### src/rtl/rgb_to_gray_pkg.sv
// Shared constants and types for the RGB-to-luma stage in front of the
// binarisation LUT.
package rgb_to_gray_pkg;

   localparam logic [7:0]  COEF_R     = 8'd77;
   localparam logic [7:0]  COEF_G     = 8'd150;
   localparam logic [7:0]  COEF_B     = 8'd29;
   localparam logic [15:0] ROUND      = 16'd128;
   localparam int          PIPE_DEPTH = 2;

   typedef struct packed {
      logic de;
      logic hsync;
      logic vsync;
   } sync_t;

   // 8x8 unsigned product widened to 16 bits so the luma sum cannot wrap
   function automatic logic [15:0] weight(input logic [7:0] comp, input logic [7:0] coef);
      return {8'd0, comp} * {8'd0, coef};
   endfunction

endpackage

### src/rtl/rgb_to_gray_stage_sync_delay.sv
// Parameterised shift register for the DE/HSYNC/VSYNC bundle; DEPTH = 0
// degenerates to a plain wire.
module sync_delay #(
   parameter int WIDTH = 3,
   parameter int DEPTH = 2
) (
   input  logic             i_clk,
   input  logic             i_rst_n,
   input  logic [WIDTH-1:0] i_d,
   output logic [WIDTH-1:0] o_q
);

   generate
      if (DEPTH == 0) begin : g_wire
         assign o_q = i_d;
      end else begin : g_pipe
         logic [WIDTH-1:0] r_sr [DEPTH];

         // Shift one tap per clock, cleared by the synchronous reset
         always_ff @(posedge i_clk) begin
            if (!i_rst_n) begin
               for (int k = 0; k < DEPTH; k++) begin
                  r_sr[k] <= '0;
               end
            end else begin
               r_sr[0] <= i_d;
               for (int k = 1; k < DEPTH; k++) begin
                  r_sr[k] <= r_sr[k-1];
               end
            end
         end

         assign o_q = r_sr[DEPTH-1];
      end
   endgenerate

endmodule

### src/rtl/rgb_to_gray_stage.sv
// Two-stage RGB -> 8-bit luma pipeline driving the LUT address, with syncs
// re-aligned to the LUT output and per-frame min/max luma statistics.
module rgb_to_gray_stage
   import rgb_to_gray_pkg::*;
#(
   parameter int   LUT_LATENCY = 1,
   parameter logic VSYNC_POL   = 1'b1
) (
   input  logic       clk,
   input  logic       rst_n,
   input  logic [7:0] in_r,
   input  logic [7:0] in_g,
   input  logic [7:0] in_b,
   input  logic       in_de,
   input  logic       in_hsync,
   input  logic       in_vsync,
   output logic [7:0] lut_a,
   output logic       out_de,
   output logic       out_hsync,
   output logic       out_vsync,
   output logic [7:0] frame_min,
   output logic [7:0] frame_max,
   output logic       stats_valid
);

   logic [15:0] r_p_r;
   logic [15:0] r_p_g;
   logic [15:0] r_p_b;
   logic        r_de1;
   logic        r_vs1;
   logic        r_vs2;
   logic [7:0]  r_lut_a;
   logic [7:0]  r_run_min;
   logic [7:0]  r_run_max;
   logic [7:0]  r_frame_min;
   logic [7:0]  r_frame_max;
   logic        r_stats_valid;

   logic [7:0]  w_luma;
   logic [7:0]  w_min_nx;
   logic [7:0]  w_max_nx;
   logic        w_boundary;
   sync_t       w_sync_in;
   sync_t       w_sync_out;

   // Stage 1: weighted colour components plus the DE/VSYNC bits they belong to
   always_ff @(posedge clk) begin
      if (!rst_n) begin
         r_p_r <= 16'd0;
         r_p_g <= 16'd0;
         r_p_b <= 16'd0;
         r_de1 <= 1'b0;
         r_vs1 <= 1'b0;
      end else begin
         r_p_r <= weight(in_r, COEF_R);
         r_p_g <= weight(in_g, COEF_G);
         r_p_b <= weight(in_b, COEF_B);
         r_de1 <= in_de;
         r_vs1 <= in_vsync;
      end
   end

   // Stats are evaluated on the values being loaded into stage 2, so a boundary
   // pulse lands in the same cycle as the lut_a of the pixel it includes.
   always_comb begin
      w_luma     = 8'd0;
      w_min_nx   = r_run_min;
      w_max_nx   = r_run_max;
      w_boundary = 1'b0;
      if (r_de1) begin
         w_luma = 8'((r_p_r + r_p_g + r_p_b + ROUND) >> 4'd8);
      end else begin
         w_luma = 8'd0;
      end
      if (r_de1 && (w_luma < r_run_min)) begin
         w_min_nx = w_luma;
      end else begin
         w_min_nx = r_run_min;
      end
      if (r_de1 && (w_luma > r_run_max)) begin
         w_max_nx = w_luma;
      end else begin
         w_max_nx = r_run_max;
      end
      w_boundary = (r_vs1 == VSYNC_POL) && (r_vs2 != VSYNC_POL);
   end

   // Stage 2: luma register and the VSYNC history used for edge detection
   always_ff @(posedge clk) begin
      if (!rst_n) begin
         r_lut_a <= 8'd0;
         r_vs2   <= 1'b0;
      end else begin
         r_lut_a <= w_luma;
         r_vs2   <= r_vs1;
      end
   end

   // Running and per-frame min/max; the running pair restarts at each boundary
   always_ff @(posedge clk) begin
      if (!rst_n) begin
         r_run_min     <= 8'd255;
         r_run_max     <= 8'd0;
         r_frame_min   <= 8'd0;
         r_frame_max   <= 8'd0;
         r_stats_valid <= 1'b0;
      end else begin
         r_stats_valid <= w_boundary;
         if (w_boundary) begin
            r_frame_min <= w_min_nx;
            r_frame_max <= w_max_nx;
            r_run_min   <= 8'd255;
            r_run_max   <= 8'd0;
         end else begin
            r_run_min   <= w_min_nx;
            r_run_max   <= w_max_nx;
         end
      end
   end

   assign w_sync_in = {in_de, in_hsync, in_vsync};

   sync_delay #(
      .WIDTH ($bits(sync_t)),
      .DEPTH (PIPE_DEPTH + LUT_LATENCY)
   ) u_out_delay (
      .i_clk   (clk),
      .i_rst_n (rst_n),
      .i_d     (w_sync_in),
      .o_q     (w_sync_out)
   );

   assign lut_a       = r_lut_a;
   assign out_de      = w_sync_out.de;
   assign out_hsync   = w_sync_out.hsync;
   assign out_vsync   = w_sync_out.vsync;
   assign frame_min   = r_frame_min;
   assign frame_max   = r_frame_max;
   assign stats_valid = r_stats_valid;

endmodule

### config.mk
export PLATFORM = sky130hd
export DESIGN_NAME = rgb_to_gray_stage
export DESIGN_NICKNAME = d
export VERILOG_FILES = /design/src/rtl/rgb_to_gray_pkg.sv /design/src/rtl/rgb_to_gray_stage_sync_delay.sv /design/src/rtl/rgb_to_gray_stage.sv
export SDC_FILE = /design/constraint.sdc
export NUM_CORES = 1
export LEC_CHECK = 0
export ABC_AREA = 0
export CAP_MARGIN = 20
export CORE_MARGIN = 2
export CORE_UTILIZATION = 62
export DETAILED_ROUTE_END_ITERATION = 6
export DONT_BUFFER_PORTS = 1
export GPL_TIMING_DRIVEN = 0
export HOLD_SLACK_MARGIN = 0.05
export PLACE_DENSITY = 0.78
export SLEW_MARGIN = 20
export SYNTH_ARGS = -nofsm -noshare
export SYNTH_HDL_FRONTEND = slang
export SYNTH_SLANG_ARGS = --single-unit
### constraint.sdc
create_clock -name clk -period 6.5 [get_ports clk]
set_input_delay 0.65 -clock clk [delete_from_list [all_inputs] [get_ports clk]]
set_output_delay 0.65 -clock clk [all_outputs]
set_load 0.01 [all_outputs]
Yosys cells after proc, flatten, opt, wreduce, memory -nomap -nowiden

Memory sizes are Yosys's and may differ from the RTL's.
Cells that the tools add are included.

Register bits after elaboration: 92
Bits in latches: 0
Bits in writable memories: 9
Memory bits (read-only): 0
Input bits: 29
Output and inout port bits: 28
Logic and storage cells: 41
Memories kept: 1

Add/sub/neg operators: 3
Multipliers: 3
Div/mod/pow operators: 0
Order comparisons: 2
Eq/ne operators: 0
Shifts and indexed selects: 0
Muxes and demuxes: 8
Bitwise logic cells: 5
Reductions and logical operators: 4

Memory list:

| name                    | words | width | rd ports | clocked after memory_dff | wr ports | line                               | RTL |
|---|---|---|---|---|---|---|---|
| u_out_delay.g_pipe.r_sr | 3     | 3     | 3        | 0                        | 3        | rgb_to_gray_stage_sync_delay.sv:17 | `logic [WIDTH-1:0] r_sr [DEPTH];` |

Operators by type and width:

| cell                    | number |
|---|---|
| $add A16 B16 Y16        | 2 |
| $mul A8 B7 Y15 const B  | 2 |
| $mux W8                 | 3 |
| $add A16 B8 Y16 const B | 1 |
| $mul A8 B5 Y13 const B  | 1 |
| $mux W3                 | 3 |
| $gt A8 B8 Y1            | 1 |
| $lt A8 B8 Y1            | 1 |
| $logic_and A1 B1 Y1     | 3 |
| $or A1 B1 Y1            | 3 |
| $mux W1                 | 2 |
| $not A1 Y1              | 2 |
| $reduce_or A2 Y1        | 1 |

Longest topological paths before layout

Gate-level depths: netlist of run 1.

Depth in word-level cells: 7
Mapped depth: 19
Gate-level depth less buffers: 18

By module

From an unflattened synthesis of run 1, not the netlist that was laid out.

Cells, all modules: 781
Area, all modules: 7,141.8 um2

By module, submodules not included:

| module            | instances | cells an instance | area each (um2) | sequential area each (um2) |
|---|---|---|---|---|
| rgb_to_gray_stage | 1         | 760               | 6,882.9         | 1,741.7 |
| sync_delay        | 1         | 21                | 259.0           | 180.2 |

Least setup slack after synthesis of run 1

OpenSTA, ideal clock, no wires.

Path kind: register to register
Start: register r_p_r[5]
End: register r_run_min[5]
Setup time: 0.133 ns
Arrival time: 4.787 ns
Required time: 6.367 ns
Path slack: 1.580 ns
Cell stages (with the launch flop): 20
Buffers on the path: 1
Clock period less this slack: 4.920 ns
Cells stage by stage: dfxtp_1 > inv_1 > fa_1 > inv_1 > ha_1 > ha_1 > a21o_1 > a2111o_1 > o21a_4 > a221oi_2 > mux2i_1 > inv_1 > ha_1 > a21o_1 > a21o_1 > a211o_1 > or3b_1 > clkbuf_1 > a31oi_1 > o21ai_0

Cells in the longest elaborated chain, start to end: 7

Ends and longest elaborated chain:

| element                        | line                     | RTL |
|---|---|---|
| start: declaration             | rgb_to_gray_stage.sv:26  | `logic [15:0] r_p_r;` |
| start signal: assignment       | rgb_to_gray_stage.sv:55  | `r_p_r <= weight(in_r, COEF_R);` |
| $add A16 B16 Y16 (2 in series) | rgb_to_gray_stage.sv:71  | `w_luma = 8'((r_p_r + r_p_g + r_p_b + ROUND) >> 4'd8);` |
| $add A16 B8 Y16                | rgb_to_gray_stage.sv:71  |  |
| $mux W8                        | rgb_to_gray_stage.sv:70  | `if (r_de1) begin` |
| via w_luma[4]                  | rgb_to_gray_stage.sv:39  | `logic [7:0] w_luma;` |
| $lt A8 B8 Y1                   | rgb_to_gray_stage.sv:75  | `if (r_de1 && (w_luma < r_run_min)) begin` |
| $logic_and A1 B1 Y1            | rgb_to_gray_stage.sv:75  |  |
| $mux W8                        | rgb_to_gray_stage.sv:75  |  |
| end signal: assignment         | rgb_to_gray_stage.sv:115 | `r_run_min <= w_min_nx;` |
| end: declaration               | rgb_to_gray_stage.sv:33  | `logic [7:0] r_run_min;` |

The timed path passes the listed nets, and every way through them passes these cells.
A chain may end at the register's enable or synchronous reset.

Worst setup path in the final report of run 1

Start: register r_p_r[5]
End: register r_run_min[6]

Same word-level chain as after synthesis.

==> results of run 1 <==
## cell families after synthesis
group,synth area share
xor gates and xnor gates,0.0311
adders and majority gates,0.349
AOI/OAI and AO/OA,0.141
muxes,0.0111
and+or+nand+nor,0.117
buffers and inverters,0.0918
DFF,0.259
## metal layers
metal	share of wire	global-route usage	vias up
met5	0	0	-
met4	0.023	0.0848	0
met3	0.028	0.0397	23
met2	0.51	0.433	100
met1	0.44	0.290	2484
li1	-	-	2692
## critical path, stage by stage (launching register included)
cell and delay [ns]:
dfxtp_1 0.33, inv_1 0.07, fa_1 0.53, inv_1 0.04, ha_1 0.29, ha_1 0.33
a21o_1 0.19, a2111o_1 0.49, o21a_4 0.27, a221oi_2 0.26, mux2i_1 0.75, inv_1 0.20
ha_1 0.25, a21o_1 0.17, a21o_1 0.19, a211o_1 0.33, or3b_1 0.38, clkbuf_1 0.25
a31oi_1 0.21, o21ai_0 0.10
## layout make-up
class                           count  area (sq um)
Inverter                          162           608
Sequential cell                    93          1860
Clock buffer                       12           267
Buffer                             14          52.6
Clock inverter                      4          53.8
Fill cell                         910          3670
Tap cell                          143           179
Multi-Input combinational cell    528          4680
## worst paths after layout
check / end / startpoint / cells past startpoint
max: r_run_min[6] / r_p_r[5] / 19
min: r_p_b[1] / in_b[1] / 1
min reg2reg: u_out_delay.g_pipe.r_sr[0][8] / u_out_delay.g_pipe.r_sr[0][5] / 1
max reg2reg: r_run_min[6] / r_p_r[5] / 19
## synthesized netlist by cell type, types with 2 or more instances
library cell  count
a21o_1           15
dfxtp_1          93
a211o_1           2
nand4_1          11
nor3_1           10
fa_1             38
o21a_1            4
mux2i_1           8
nor3b_1           4
and3_1            2
clkbuf_1         14
and2_1           30
o21ai_0          36
o21ai_1           7
xnor2_1          12
inv_1           162
o211ai_1         10
a32oi_1           4
nor2b_1           5
ha_1            140
a211oi_1         10
o31ai_1           3
nor2_1           55
a31oi_1           5
o311ai_0          3
nand2b_1          6
a41oi_1           3
o21bai_1          3
nand2_1          33
a21oi_1          26
o211ai_2          2
a2111oi_0         3
and4_1            3
xor2_1           11
nand3_1           6
## report_power, final
part	leakage, nW	switching, mW	internal, mW	total [mW]
combinational	3.02	1.06	0.703	1.76
sequential	0.766	0.0617	0.690	0.752
clock	0.151	0.215	0.330	0.546
## registers in the layout (all words and copies together), names as in the netlist
register                 cells
stats_valid                  1
frame_min                    8
lut_a                        8
r_run_min                    8
r_run_max                    8
r_p_r                       15
r_p_g                       15
u_out_delay.g_pipe.r_sr      9
r_p_b                       13
frame_max                    8
## layout by cell type (no fill, tap or decap), types with 2 or more instances in the layout
cell type     n
xnor2_1      12
nor3_1       10
o21a_1        4
clkinvlp_4    2
nand2b_1      6
clkbuf_16     9
clkbuf_1     14
dfxtp_1      93
and2_1       30
o311ai_0      3
nand3_1       6
nand4_1      11
a2111oi_0     3
o31ai_1       3
o211ai_1     10
nor3b_1       4
clkbuf_8      3
xor2_1       11
and3_1        2
o21ai_0      35
a41oi_1       3
nor2b_1       5
a21oi_1      26
a31oi_1       5
and4_1        3
o21ai_1       8
inv_1       162
ha_1        140
nand2_1      33
fa_1         38
a211oi_1     10
o21bai_1      3
o211ai_2      2
a32oi_1       4
a211o_1       2
mux2i_1       8
nor2_1       55
a21o_1       15
==> summary.txt, run 1 <==
Die
  • Chip Height: about 110 um
  • Die W: between 100 and 150 um
  • Initial Util: 0.633
  • Total die area: approximately 12000 sq um
  • Ports: 57
  • Core area: 11400 sq um
  • Site Rows: 39

Synthesis
  • Mapped Cells: ~800
  • Yosys cell types: 53
  • Seq/Total Area, Yosys: 0.259
  • YS warnings: 0
  • Share of the synthesized area in the top cell type: 0.259
  • Post-synthesis register bit count: 93
  • Post-synth EDFFs: 0
  • Post-synth ARST share: 0
  • Ys flop type: dfxtp_1
  • Mapped cell area: just over 7000 sq um
  • Largest cells by area after synthesis: dfxtp_1 26%, ha_1 24%, fa_1 11%
  • Synth Area per Inst: 9.03 sq um
  • Synthesized net count: roughly 1000
  • Post-synth top area cell: dfxtp_1

Critical path
  • Critical path capture point type: register
  • Flop-to-flop setup slack: around 0.72 ns
  • CP arrival: about 6.0 ns
  • Crit Path Category: reg -> reg
  • Startpoint Class: register
  • Crit path required time: between 6 and 7 ns
  • Worst Path Max Fanout: 10

STA
  • Slew HR: 0.413
  • Final worst path period share: 0.890
  • Final Hold Vio Count: 0
  • Slew at the pin closest to its max-slew limit: roughly 0.86 ns
  • Slew Limit Fails: 0
  • Clock skew: around 0.0052 ns
  • RSZ-0062 raised after global routing: false
  • Minimum clock period: 5.78 ns
  • Final setup viols: 0
  • Fin Hold WS: 0.426 ns
  • Achievable Freq: about 170 MHz
  • Worst setup margin: a little over 0.7 ns
  • Setup TNS: 0 ns

Detailed routing
  • DRT antenna net count: 0
  • First-pass detailed-route iteration total: 4
  • WL/cell: approximately 15 um
  • Final wirelength: 14.3 mm
  • Routed vias: 5299
  • Drt initial violations: 409
  • DR DRC count: 0
  • Via-to-Cell Ratio: around 5.5

Global routing
  • Vias in the first global route: roughly 5400
  • First-pass GRT wire length: ~24 mm
  • Total Routing Usage GR: 0.241
  • Largest net degree at the start of global routing: 16
  • Gr ovfl total: 0
  • Initial antenna violation count: 0

Clock tree
  • TritonCTS buffer count: 9
  • # clock sinks: 93
  • Post-CTS setup buffers: 0
  • CTS tree: built
  • Clock buffer depth: 2
  • Post-CTS sizing: 0
  • Hold_buf cts: 0
  • Root Driver: clkbuf_16
  • Clk_lat worst skew: around 0.35 ns
  • CTS HTree Levels: 3
  • Worst-path clk slew: ~0.060 ns

Final layout
  • Final Instance Area: 7700 sq um
  • Share of cells above drive strength 1: 0.0320
  • Final Util: 0.677
  • Non-filler cells, final: ~960
  • Layout area overhead: 6.93%
  • N_diodes: 0
  • Nets@finish: ~1000

Placed design
  • GPL Wtd Cong: about 0.90
  • Post-DP HPWL: ~12 mm
  • Place WS: about 0.77 ns
  • Placed inst area: 7380 sq um
  • Placed Instances: 940
  • Port bufs: 0

Flow run
  • # Max-Cap Violations: 0

Worst hold path
  • Worst min path class: in -> reg

Power and ir drop
  • Maximum VDD drop: about 0.28 mV
  • Pwr dens: between 300 and 400 nW/um^2
  • Total power: around 3.1 mW
  • Pleak: 3.93 nW

Status
  • Status: finished clean
(Power assumes the default switching activity.)
==> inputs of run 2 (changes only) <==
--- a/config.mk
+++ b/config.mk
@@ -9,6 +9,7 @@
 export CAP_MARGIN = 20
 export CORE_MARGIN = 2
 export CORE_UTILIZATION = 62
+export CTS_BUF_LIST = sky130_fd_sc_hd__clkbuf_2
 export DETAILED_ROUTE_END_ITERATION = 6
 export DONT_BUFFER_PORTS = 1
 export GPL_TIMING_DRIVEN = 0
==> run 2 against run 1 <==
Net effect:
- hold slack lost 0.24 ns
- setup slack improved by 0.0031 ns
- wire length down 1.8%
- critical path type unchanged
- sequential share of layout area is 0.68 points higher
- largest power group unchanged
==> summary.txt, run 2 (synthesis gave the netlist of run 1 again) <==
Status
  • Status: finished clean

Clock tree
  • # clock sinks: between 90 and 100
  • Root Driver: clkbuf_2
  • CTS HTree Levels: 3
  • Clock buffer depth: 2
  • Post-CTS setup buffers: 0
  • CTS tree: built
  • Hold_buf cts: 0
  • Worst-path clk slew: 0.24 ns
  • Clk_lat worst skew: roughly 0.57 ns
  • TritonCTS buffer count: 9
  • Post-CTS sizing: 0

STA
  • Final worst path period share: 0.889
  • RSZ-0062 raised after global routing: false
  • Clock skew: between 0.02 and 0.03 ns
  • Setup TNS: 0 ns
  • Achievable Freq: 173 MHz
  • Final Hold Vio Count: 0
  • Slew Limit Fails: 0
  • Final setup viols: 0
  • Slew at the pin closest to its max-slew limit: just under 0.9 ns
  • Slew HR: 0.401
  • Minimum clock period: 5.78 ns

Power and ir drop
  • Gate power share: 0.632
  • Clock power frac: 0.099
  • Maximum VDD drop: about 0.26 mV
  • Pwr dens: 371 nW/um^2
  • Sequential share of power: 0.270
  • Net Switching: about 1.3 mW
  • Cell-internal power: 1.47 mW
  • Sw Share: 0.469
  • Total power: between 2 and 3 mW
  • Pleak: about 3.8 nW

Final layout
  • Most common cell after layout, fill and taps aside: inv_1
  • Nets@finish: between 1000 and 1500
  • Biggest regs: r_p_g: 15 flops, r_p_r: 15 flops, r_p_b: 13 flops
  • Layout area overhead: 4.01%
  • Share of cells above drive strength 1: 0.0283
  • N_diodes: 0
  • Most frequent cells in the layout: 162 x inv_1, 140 x ha_1, 93 x dfxtp_1

Die
  • Site Rows: 39
  • Die W: roughly 110 um
  • Initial Util: 0.633
  • Chip Height: 112 um
  • Ports: 57
  • Total die area: around 12000 sq um
  • Core area: between 10000 and 15000 sq um

Global routing
  • First-pass GRT wire length: roughly 24 mm
  • Gr ovfl total: 0
  • Vias in the first global route: between 5000 and 6000
  • Largest net degree at the start of global routing: 16
  • Total Routing Usage GR: 0.236
  • Initial antenna violation count: 0

Detailed routing
  • DRT antenna net count: 0
  • First-pass detailed-route iteration total: 5
  • DR DRC count: 0
  • Via-to-Cell Ratio: roughly 5.5
  • Drt initial violations: approximately 360
  • WL/cell: ~15 um
  • Final wirelength: roughly 14 mm
  • Routed vias: approximately 5300

Critical path
  • CP max stage delay: between 0.7 and 0.8 ns
  • Crit Path Category: reg -> reg
  • Crit path required time: ~7 ns
  • Startpoint Class: register
  • Worst Path Max Fanout: 10
  • Critical path capture point type: register
  • CP arrival: ~6.3 ns
  • Crit path max-delay cell type: mux2i_1
  • Worst-path cell chain: inv_1, fa_1, inv_1, ha_1, ha_1, a21o_1, a2111o_1, o21a_4, a221oi_2, mux2i_1, inv_1, ha_1, a21o_1, a21o_1, a211o_1, or3b_1, clkbuf_1, a31oi_1, o21ai_0

Flow run
  • # Max-Cap Violations: 0

Placed design
  • GPL Wtd Cong: roughly 0.90
  • Port bufs: 0
  • Post-DP HPWL: between 10 and 15 mm

Worst hold path
  • Worst min path class: in -> reg
[run 2: final timing paths]
check	from	to	slack, ns	depth (start not counted)
hold reg to reg	u_out_delay.g_pipe.r_sr[0][5]	u_out_delay.g_pipe.r_sr[0][8]	0.45	1
setup / recovery	r_p_r[5]	r_run_min[5]	0.72	19
hold / removal	in_b[1]	r_p_b[1]	0.18	1
setup reg to reg	r_p_r[5]	r_run_min[5]	0.72	19
[run 2: cell type report]
type / count / area, sq um
multi-input combinational: 528 / 4680
fill: 949 / 3880
sequential: 93 / 1860
inverter: 162 / 608
tap: 143 / 179
clock inverter: 7 / 65.1
buffer: 14 / 52.6
clock buffer: 9 / 45.0
[run 2: layer usage]
| layer | wire length, um | up-vias | share of wire | global-route usage |
|---|---|---|---|---|
| met5 | 0 | - | 0 | 0 |
| met4 | 411 | 0 | 0.029 | 0.0955 |
| li1 | - | 2691 | - | - |
| met1 | 6180 | 2452 | 0.44 | 0.288 |
| met2 | 6950 | 107 | 0.50 | 0.416 |
| met3 | 464 | 31 | 0.033 | 0.0370 |
[run 2: power by group through the flow]
stage | Combinational [mW] | Clock [mW] | Sequential (mW)
detailed placement | 1.73 | 0 | 0.764
global placement | 1.66 | 0 | 0.762
finish | 1.76 | 0.274 | 0.750
CTS | 1.75 | 0.281 | 0.750
global route | 2.03 | 0.304 | 0.762
floorplan | 1.36 | 0 | 0.746
[run 2: critical path: cells and delay by family (launching register included)]
kind / cells / cell delay, ns
mux: 1 / 0.76
fa+ha+maj: 4 / 1.40
flops: 1 / 0.38
simple gates: 1 / 0.37
buf+inv: 4 / 0.53
compound gates: 9 / 2.21
[run 2: metrics by stage]
stage	hold slack (ns)	worst slack, ns	utilization	cell area [sq um]	instances
2_1_floorplan	0.412	1.58	-	7200	797
3_3_place_gp	0.414	0.908	0.649	7380	940
3_5_place_dp	0.422	0.766	0.649	7380	940
4_1_cts	0.142	0.721	0.659	7490	956
5_1_grt	0.141	0.422	0.659	7490	956
6_report	0.185	0.720	0.659	7490	956
